<file path="src/rtl/axis_trigger_burst_sched.sv">
// rtl/axis_trigger_burst_sched.sv - software-armed trigger-gated DMA-to-DAC burst sequencer (optional macro: AXIS_TRIG_SCHED_TIMEOUT_EN)
module axis_trigger_burst_sched #(
    parameter int DATA_WIDTH      = 16,
    parameter int TRIG_DATA_WIDTH = 16,
    parameter int SAMPLE_WIDTH    = 16,
    parameter int CNT_WIDTH       = 32,
    parameter int BURST_WIDTH     = 16
) (
    input  logic                       aclk,
    input  logic                       aresetn,
    input  logic                       cfg_start,
    input  logic                       cfg_abort,
    input  logic [BURST_WIDTH-1:0]     cfg_num_bursts,
    input  logic [SAMPLE_WIDTH-1:0]    cfg_threshold,
    input  logic [CNT_WIDTH-1:0]       cfg_delay,
    input  logic [CNT_WIDTH-1:0]       cfg_holdoff,
    input  logic [CNT_WIDTH-1:0]       cfg_timeout,
    input  logic [DATA_WIDTH-1:0]      s_data_tdata,
    input  logic                       s_data_tvalid,
    input  logic                       s_data_tlast,
    output logic                       s_data_tready,
    output logic [DATA_WIDTH-1:0]      m_data_tdata,
    output logic                       m_data_tvalid,
    output logic                       m_data_tlast,
    input  logic                       m_data_tready,
    input  logic [TRIG_DATA_WIDTH-1:0] s_trig_tdata,
    input  logic                       s_trig_tvalid,
    output logic                       s_trig_tready,
    output logic                       sts_busy,
    output logic                       sts_done,
    output logic [2:0]                 sts_state,
    output logic [BURST_WIDTH-1:0]     sts_burst_cnt,
    output logic                       sts_timeout
);

    localparam logic [2:0] S_IDLE  = 3'd0;
    localparam logic [2:0] S_WAIT  = 3'd1;
    localparam logic [2:0] S_DELAY = 3'd2;
    localparam logic [2:0] S_RUN   = 3'd3;
    localparam logic [2:0] S_HOLD  = 3'd4;

    localparam logic [CNT_WIDTH-1:0]   CNT_ONE   = 1;
    localparam logic [BURST_WIDTH-1:0] BURST_ONE = 1;

    logic [2:0]                     state_q;
    logic [2:0]                     state_next;
    logic [BURST_WIDTH-1:0]         num_q;
    logic [BURST_WIDTH-1:0]         burst_cnt_q;
    logic [BURST_WIDTH-1:0]         burst_inc;
    logic signed [SAMPLE_WIDTH-1:0] thr_q;
    logic signed [SAMPLE_WIDTH-1:0] prev_q;
    logic signed [SAMPLE_WIDTH-1:0] cur;
    logic [CNT_WIDTH-1:0]           delay_q;
    logic [CNT_WIDTH-1:0]           holdoff_q;
    logic [CNT_WIDTH-1:0]           cnt_q;
    logic                           prev_valid_q;
    logic                           abort_pending_q;
    logic                           done_q;

    logic start_ok;
    logic fire;
    logic tlast_hs;
    logic last_burst;
    logic enter_wait;
    logic timeout_hit;
    logic timeout_flag;
    logic unused_ok;

    // abort beats start when both arrive in the same IDLE cycle
    assign start_ok   = (state_q == S_IDLE) && cfg_start && !cfg_abort;
    assign cur        = s_trig_tdata[SAMPLE_WIDTH-1:0];
    // the first beat after WAIT_TRIG entry only primes prev, so a held level never fires
    assign fire       = (state_q == S_WAIT) && s_trig_tvalid && prev_valid_q &&
                        (prev_q <= thr_q) && (cur > thr_q);
    assign tlast_hs   = (state_q == S_RUN) && s_data_tvalid && m_data_tready && s_data_tlast;
    assign burst_inc  = burst_cnt_q + BURST_ONE;
    assign last_burst = (burst_inc == num_q);
    assign enter_wait = (state_next == S_WAIT) && (state_q != S_WAIT);

`ifdef AXIS_TRIG_SCHED_TIMEOUT_EN
    logic [CNT_WIDTH-1:0] timeout_q;
    logic [CNT_WIDTH-1:0] to_cnt_q;
    logic                 timeout_flag_q;

    assign timeout_hit  = (state_q == S_WAIT) && (timeout_q != '0) && (to_cnt_q == timeout_q - CNT_ONE);
    assign timeout_flag = timeout_flag_q;
    assign unused_ok    = ^s_trig_tdata;

    // WAIT_TRIG watchdog: restarts on every entry, saturates, sticky flag cleared by an accepted start
    always_ff @(posedge aclk) begin
        if (!aresetn) begin
            timeout_q      <= '0;
            to_cnt_q       <= '0;
            timeout_flag_q <= 1'b0;
        end else begin
            if (start_ok) begin
                timeout_q <= cfg_timeout;
            end
            if (enter_wait) begin
                to_cnt_q <= '0;
            end else if ((state_q == S_WAIT) && (to_cnt_q != '1)) begin
                to_cnt_q <= to_cnt_q + CNT_ONE;
            end
            if (start_ok) begin
                timeout_flag_q <= 1'b0;
            end else if (timeout_hit && !cfg_abort && !fire) begin
                timeout_flag_q <= 1'b1;
            end
        end
    end
`else
    assign timeout_hit  = 1'b0;
    assign timeout_flag = 1'b0;
    assign unused_ok    = ^{s_trig_tdata, cfg_timeout};
`endif

    // state register
    always_ff @(posedge aclk) begin
        if (!aresetn) begin
            state_q <= S_IDLE;
        end else begin
            state_q <= state_next;
        end
    end

    // next-state logic; packets in RUN are never cut short, abort is only honoured at TLAST
    always_comb begin
        state_next = state_q;
        case (state_q)
            S_IDLE: begin
                if (start_ok && (cfg_num_bursts != '0)) begin
                    state_next = S_WAIT;
                end
            end
            S_WAIT: begin
                if (cfg_abort) begin
                    state_next = S_IDLE;
                end else if (fire) begin
                    state_next = (delay_q != '0) ? S_DELAY : S_RUN;
                end else if (timeout_hit) begin
                    state_next = S_IDLE;
                end
            end
            S_DELAY: begin
                if (cfg_abort) begin
                    state_next = S_IDLE;
                end else if (cnt_q == delay_q - CNT_ONE) begin
                    state_next = S_RUN;
                end
            end
            S_RUN: begin
                if (tlast_hs) begin
                    if (last_burst || abort_pending_q || cfg_abort) begin
                        state_next = S_IDLE;
                    end else begin
                        state_next = (holdoff_q != '0) ? S_HOLD : S_WAIT;
                    end
                end
            end
            S_HOLD: begin
                if (cfg_abort) begin
                    state_next = S_IDLE;
                end else if (cnt_q == holdoff_q - CNT_ONE) begin
                    state_next = S_WAIT;
                end
            end
            default: state_next = S_IDLE;
        endcase
    end

    // config latch, burst/phase counters, abort and trigger history
    always_ff @(posedge aclk) begin
        if (!aresetn) begin
            num_q           <= '0;
            thr_q           <= '0;
            delay_q         <= '0;
            holdoff_q       <= '0;
            burst_cnt_q     <= '0;
            cnt_q           <= '0;
            prev_q          <= '0;
            prev_valid_q    <= 1'b0;
            abort_pending_q <= 1'b0;
            done_q          <= 1'b0;
        end else begin
            done_q <= (start_ok && (cfg_num_bursts == '0)) || (tlast_hs && last_burst);
            if (start_ok) begin
                num_q       <= cfg_num_bursts;
                thr_q       <= cfg_threshold;
                delay_q     <= cfg_delay;
                holdoff_q   <= cfg_holdoff;
                burst_cnt_q <= '0;
            end else if (tlast_hs) begin
                burst_cnt_q <= burst_inc;
            end
            if (state_next != state_q) begin
                cnt_q <= '0;
            end else if ((state_q == S_DELAY) || (state_q == S_HOLD)) begin
                cnt_q <= cnt_q + CNT_ONE;
            end
            if (state_next == S_IDLE) begin
                abort_pending_q <= 1'b0;
            end else if ((state_q == S_RUN) && cfg_abort) begin
                abort_pending_q <= 1'b1;
            end
            if (s_trig_tvalid) begin
                prev_q <= cur;
            end
            if (enter_wait) begin
                prev_valid_q <= 1'b0;
            end else if (s_trig_tvalid) begin
                prev_valid_q <= 1'b1;
            end
        end
    end

    // outputs: zero-latency pass-through only while in RUN, everything else forced low
    always_comb begin
        s_trig_tready = 1'b1;
        sts_busy      = (state_q != S_IDLE);
        sts_done      = done_q;
        sts_state     = state_q;
        sts_burst_cnt = burst_cnt_q;
        sts_timeout   = timeout_flag;
        s_data_tready = 1'b0;
        m_data_tvalid = 1'b0;
        m_data_tdata  = '0;
        m_data_tlast  = 1'b0;
        if (state_q == S_RUN) begin
            s_data_tready = m_data_tready;
            m_data_tvalid = s_data_tvalid;
            m_data_tdata  = s_data_tdata;
            m_data_tlast  = s_data_tlast;
        end
    end

endmodule

</file>
<file path="config.mk">
export PLATFORM = sky130hd
export DESIGN_NAME = axis_trigger_burst_sched
export DESIGN_NICKNAME = d
export VERILOG_FILES = /design/src/rtl/axis_trigger_burst_sched.sv
export SDC_FILE = /design/constraint.sdc
export NUM_CORES = 1
export LEC_CHECK = 0
export CAP_MARGIN = 0
export CORE_MARGIN = 5
export CORE_UTILIZATION = 53
export CTS_CLUSTER_SIZE = 16
export DETAILED_ROUTE_END_ITERATION = 10
export PLACE_DENSITY = 0.82
export SLEW_MARGIN = 40
export SYNTH_ARGS = -nofsm -noshare
export SYNTH_HDL_FRONTEND = slang
export SYNTH_SLANG_ARGS = --single-unit
export TNS_END_PERCENT = 50
</file>
<file path="constraint.sdc">
create_clock -name aclk -period 4 [get_ports aclk]
set_input_delay 0.6 -clock aclk [delete_from_list [all_inputs] [get_ports aclk]]
set_output_delay 0.6 -clock aclk [all_outputs]
set_load 0.03 [all_outputs]
</file>
==> metrics.md, run 1 <==
| Metric | Value |
|---|---|
| Maximum number of pins on one net before global-route repair | 80 |
| Post-synth top area cell | dfxtp_1 |
| CTS clock-pin slew for the worst setup and hold paths | around 0.07 ns |
| RSZ-0062 raised after global routing | false |
| Synth cell types | 73 |
| Worst-Margin Slew | ~0.74 ns |
| DR vias | roughly 9500 |
| Reg2Reg Depth | 11 |
| Hold Vio Cnt, Final | 0 |
| Crit start category | flip-flop |
| CORE AREA | 19300 µm² |
| Power Dens Cells | about 330 nW/µm² |
| Worst hold endpoint | thr_q[2]$_SDFFE_PN0P_ |
| Switching Fraction | between 20% and 30% |
| Final Util | 66.5% |
| Share of layout cells above drive strength 1 | approximately 6.6% |
| Reg-to-reg slack, setup | about 0.32 ns |
| Sequential fraction of the synthesis area | between 30% and 40% |
| VDD IR max | 0.331 mV |
| Initial core utilization | 53.6% |
| Drt drc | 0 |
| Number of synthesized register bits | 166 |
| Detail Route Antenna Nets | 0 |
| Reg-to-Reg Start | sts_burst_cnt[0]$_SDFFE_PP0P_ |
| Register area | between 3000 and 4000 µm² |
| Post-route cell area | between 10000 and 15000 µm² |
| Leakage | roughly 4.8 nW |
| Xor and xnor area share after synthesis | approximately an eighth |
| Wirelength, routed | around 27000 µm |
| Post-Synthesis Cell Area | 10400 µm² |
| Period utilisation layout | between 90 and 100% |
| Drt pass-1 iters | 5 |
| Post-Synth Adder-Cell Area | 4.35% |
| Vias/cell | 5.54 |
| Worst-path maximum fanout | 15 |
| Hold_buf cts | 0 |
| Nets | 1644 |
| IO Pins | 210 |
| CP max-delay cell | or4_1 |
| Crit-path cells | ha_1, nand4_1, a211oi_1, o221ai_1, or4_1, a2111o_1, a211oi_1, o21ai_1, o31a_4, buf_12, nor2_1 |
| Initial antenna violation count | 1 |
| Vias in the first global route | 9258 |
| H-tree depth | 4 |
| WHS | 0.467 ns |
| Postcts setup bufs | 0 |
| Synth warn | 0 |
| Pint | roughly 3 mW |
| Drt first-iter violations | roughly 420 |
| Worst Setup End Kind | flip-flop |
| Synth top area share | about a third |
| Die Y | ~150 µm |
| Top FF cell, synth | dfxtp_1 |
| RR Endpoint | cnt_q[14]$_SDFFE_PP0P_ |
| Simple-gate share of the synthesized area | 29.4% |
| Clock Skew | around 0.008 ns |
| GR Util All Layers | a little under a quarter |
| Top post-synthesis cells by area | dfxtp_1, nand2_1, a21boi_0 |
| Synth Instances | 1311 |
| Syn_nets | ~1500 |
| Power share of the sequential group | a little over two fifths |
| Post-synth ARST share | 0% |
| Die W | between 100 and 150 µm |
| Fmax | around 0.27 GHz |
| Hold Path Stages | 2 |
| Clock share of power | 38.9% |
| GP Congestion | slightly above 0.9 |
| Post_cts resized | 0 |
| Net Switching | 1.19 mW |
| Critical path required time | between 4 and 5 ns |
| Die ar. | 22500 µm² |
| Critical Path AT | 4.05 ns |
| Post-DP HPWL | approximately 21000 µm |
| Critical path type | reg -> reg |
| Most common cell on crit path | a211oi_1 |
| Wire per inst | between 15 and 20 µm |
| First-pass GRT wire length | 43900 µm |
| CTS tree | done |
| Post-synthesis compound-gate area fraction | around 15% |
| Hold_sp | thr_q[2]$_SDFFE_PN0P_ |
| Post-Place Cell Area | around 12000 µm² |
| Max Cap Viol | 0 |
| Average footprint of a synthesized cell | a little under 8 µm² |
| Pwr Total | approximately 4.2 mW |
| Rel. slew slack | between 50% and 60% |
| Filler cells | around 1600 |
| Endpoints failing setup | 0 |
| Area Overhead vs Synth | 24.1% |
| Outcome | complete, no violations |
| Insertion delay to the later sink of the worst-skew pair | about 0.43 ns |
| Comb power frac | a little under a fifth |
| Multiplexer share of the synthesized area | around 2.1% |
| Minimum clock period | 3.68 ns |
| Root buffer cell | clkbuf_16 |
| Final TNS setup | 0 ns |
| Port Buffers | ~180 |
| CTS Buf Count | 17 |
| Total gr overflow | 0 |
| Largest family of logic cells by synthesized area | simple AND/OR/NAND/NOR gates |
| Multi-input logic area | about 6600 µm² |
| Critical Path Max Stage Delay | about 0.55 ns |
| Pins over their slew limit | 0 |
| CTS sink count | 166 |
| Clock Tree Buf Depth | 2 |
| Critical Path Start | sts_burst_cnt[0]$_SDFFE_PP0P_ |
| Hold WC Path Type | reg -> reg |
| EDFF count, synth | 0 |
| Site row count | between 50 and 60 |
-- worst max path at each step --
stage / to / slack, ns / cells after the start
3_3_place_gp: cnt_q[16]$_SDFFE_PP0P_ / 0.24 / 13
2_1_floorplan: cnt_q[6]$_SDFFE_PP0P_ / 0.50 / 13
6_report: cnt_q[14]$_SDFFE_PP0P_ / 0.32 / 11
5_1_grt: cnt_q[15]$_SDFFE_PP0P_ / 0.02 / 11
4_1_cts: cnt_q[9]$_SDFFE_PP0P_ / 0.20 / 12
3_5_place_dp: cnt_q[10]$_SDFFE_PP0P_ / 0.18 / 13
-- power groups by stage --
stage	clock [mW]	combinational [mW]	sequential, mW
floorplan	0	0.546	1.79
global placement	0	0.787	1.81
detailed placement	0	0.805	1.81
CTS	1.68	0.813	1.77
global route	1.76	0.905	1.78
finish	1.65	0.816	1.78
-- metal layers --
metal  track usage, %  routed length (µm)
met5                0                   0
met4             9.19                 717
met3             4.54                1510
met2             42.5               13300
met1             28.2               11200
-- metrics by stage --
stage | instances | worst slack [ns]
finish | 1719 | 0.318
global route | 1719 | 0.0235
CTS | 1718 | 0.203
detailed placement | 1686 | 0.179
global placement | 1686 | 0.237
floorplan | 1311 | 0.501
-- placed cells by master, fill, tap and decap left out, drive strengths merged, types with 10 or more instances in the layout --
master / n
mux2i: 20
clkdlybuf4s50: 174
o21ai: 26
xnor2: 77
xor2: 68
a21oi: 28
and3: 39
nor2: 94
nand4: 27
nor4: 30
nand3: 44
a21boi: 96
inv: 33
or3: 13
buf: 18
and2: 11
nor3: 37
nand2: 247
nor2b: 23
or4: 10
dfxtp: 166
clkbuf: 19
ha: 36
-- cell usage after synthesis (all sizes together), types with 10 or more instances --
cell and number:
buf 12, nand2 247, nand3 44, ha 36, inv 30, nor2 94
a21boi 96, nor2b 23, nand4 27, xor2 68, or3 13, nor3 37
clkbuf 70, dfxtp 166, o21ai 26, a21oi 28, and2 11, nor4 30
mux2i 20, or4 10, and3 39, xnor2 77
-- sequential cells by signal (all words and copies together) (netlist names) --
signal and count:
num_q 16, cnt_q 32, abort_pending_q 1, holdoff_q 32
sts_burst_cnt 16, thr_q 16, sts_done 1, sts_state 3
delay_q 32, prev_q 16, prev_valid_q 1
-- critical path, delay by kind of cell (launching register included) --
family	cells	cell delay (ns)
fa+ha+maj	1	0.35
simple gates	3	0.89
flops	1	0.46
buf+inv	1	0.17
compound gates	6	1.75
-- cells by family (layout without fill, tap and decap cells) --
family | after synthesis | after routing
mux | 22 | 22
other cells | 2 | 3
buf+inv | 112 | 254
flops | 166 | 166
xor+xnor | 145 | 145
simple gates | 609 | 609
compound gates | 219 | 219
fa+ha+maj | 36 | 36
-- layout make-up --
cell class | count | share of cell area, %
flip-flops and latches | 166 | 25.8
well taps | 265 | 2.58
repair buffers | 192 | 14.8
multi-input cells | 1033 | 51.3
clock buffers | 19 | 3.44
inverters | 30 | 0.875
diodes | 1 | 0.0195
clock inverters | 13 | 1.15
Note: power is estimated with default switching activity, not from simulation.
==> inputs of run 2 (changes only) <==
ABC_CLOCK_PERIOD_IN_PS = 4000   (was not set)
==> results of run 2 <==
The final DEF is identical to that of run 1; final timing and power are the same.
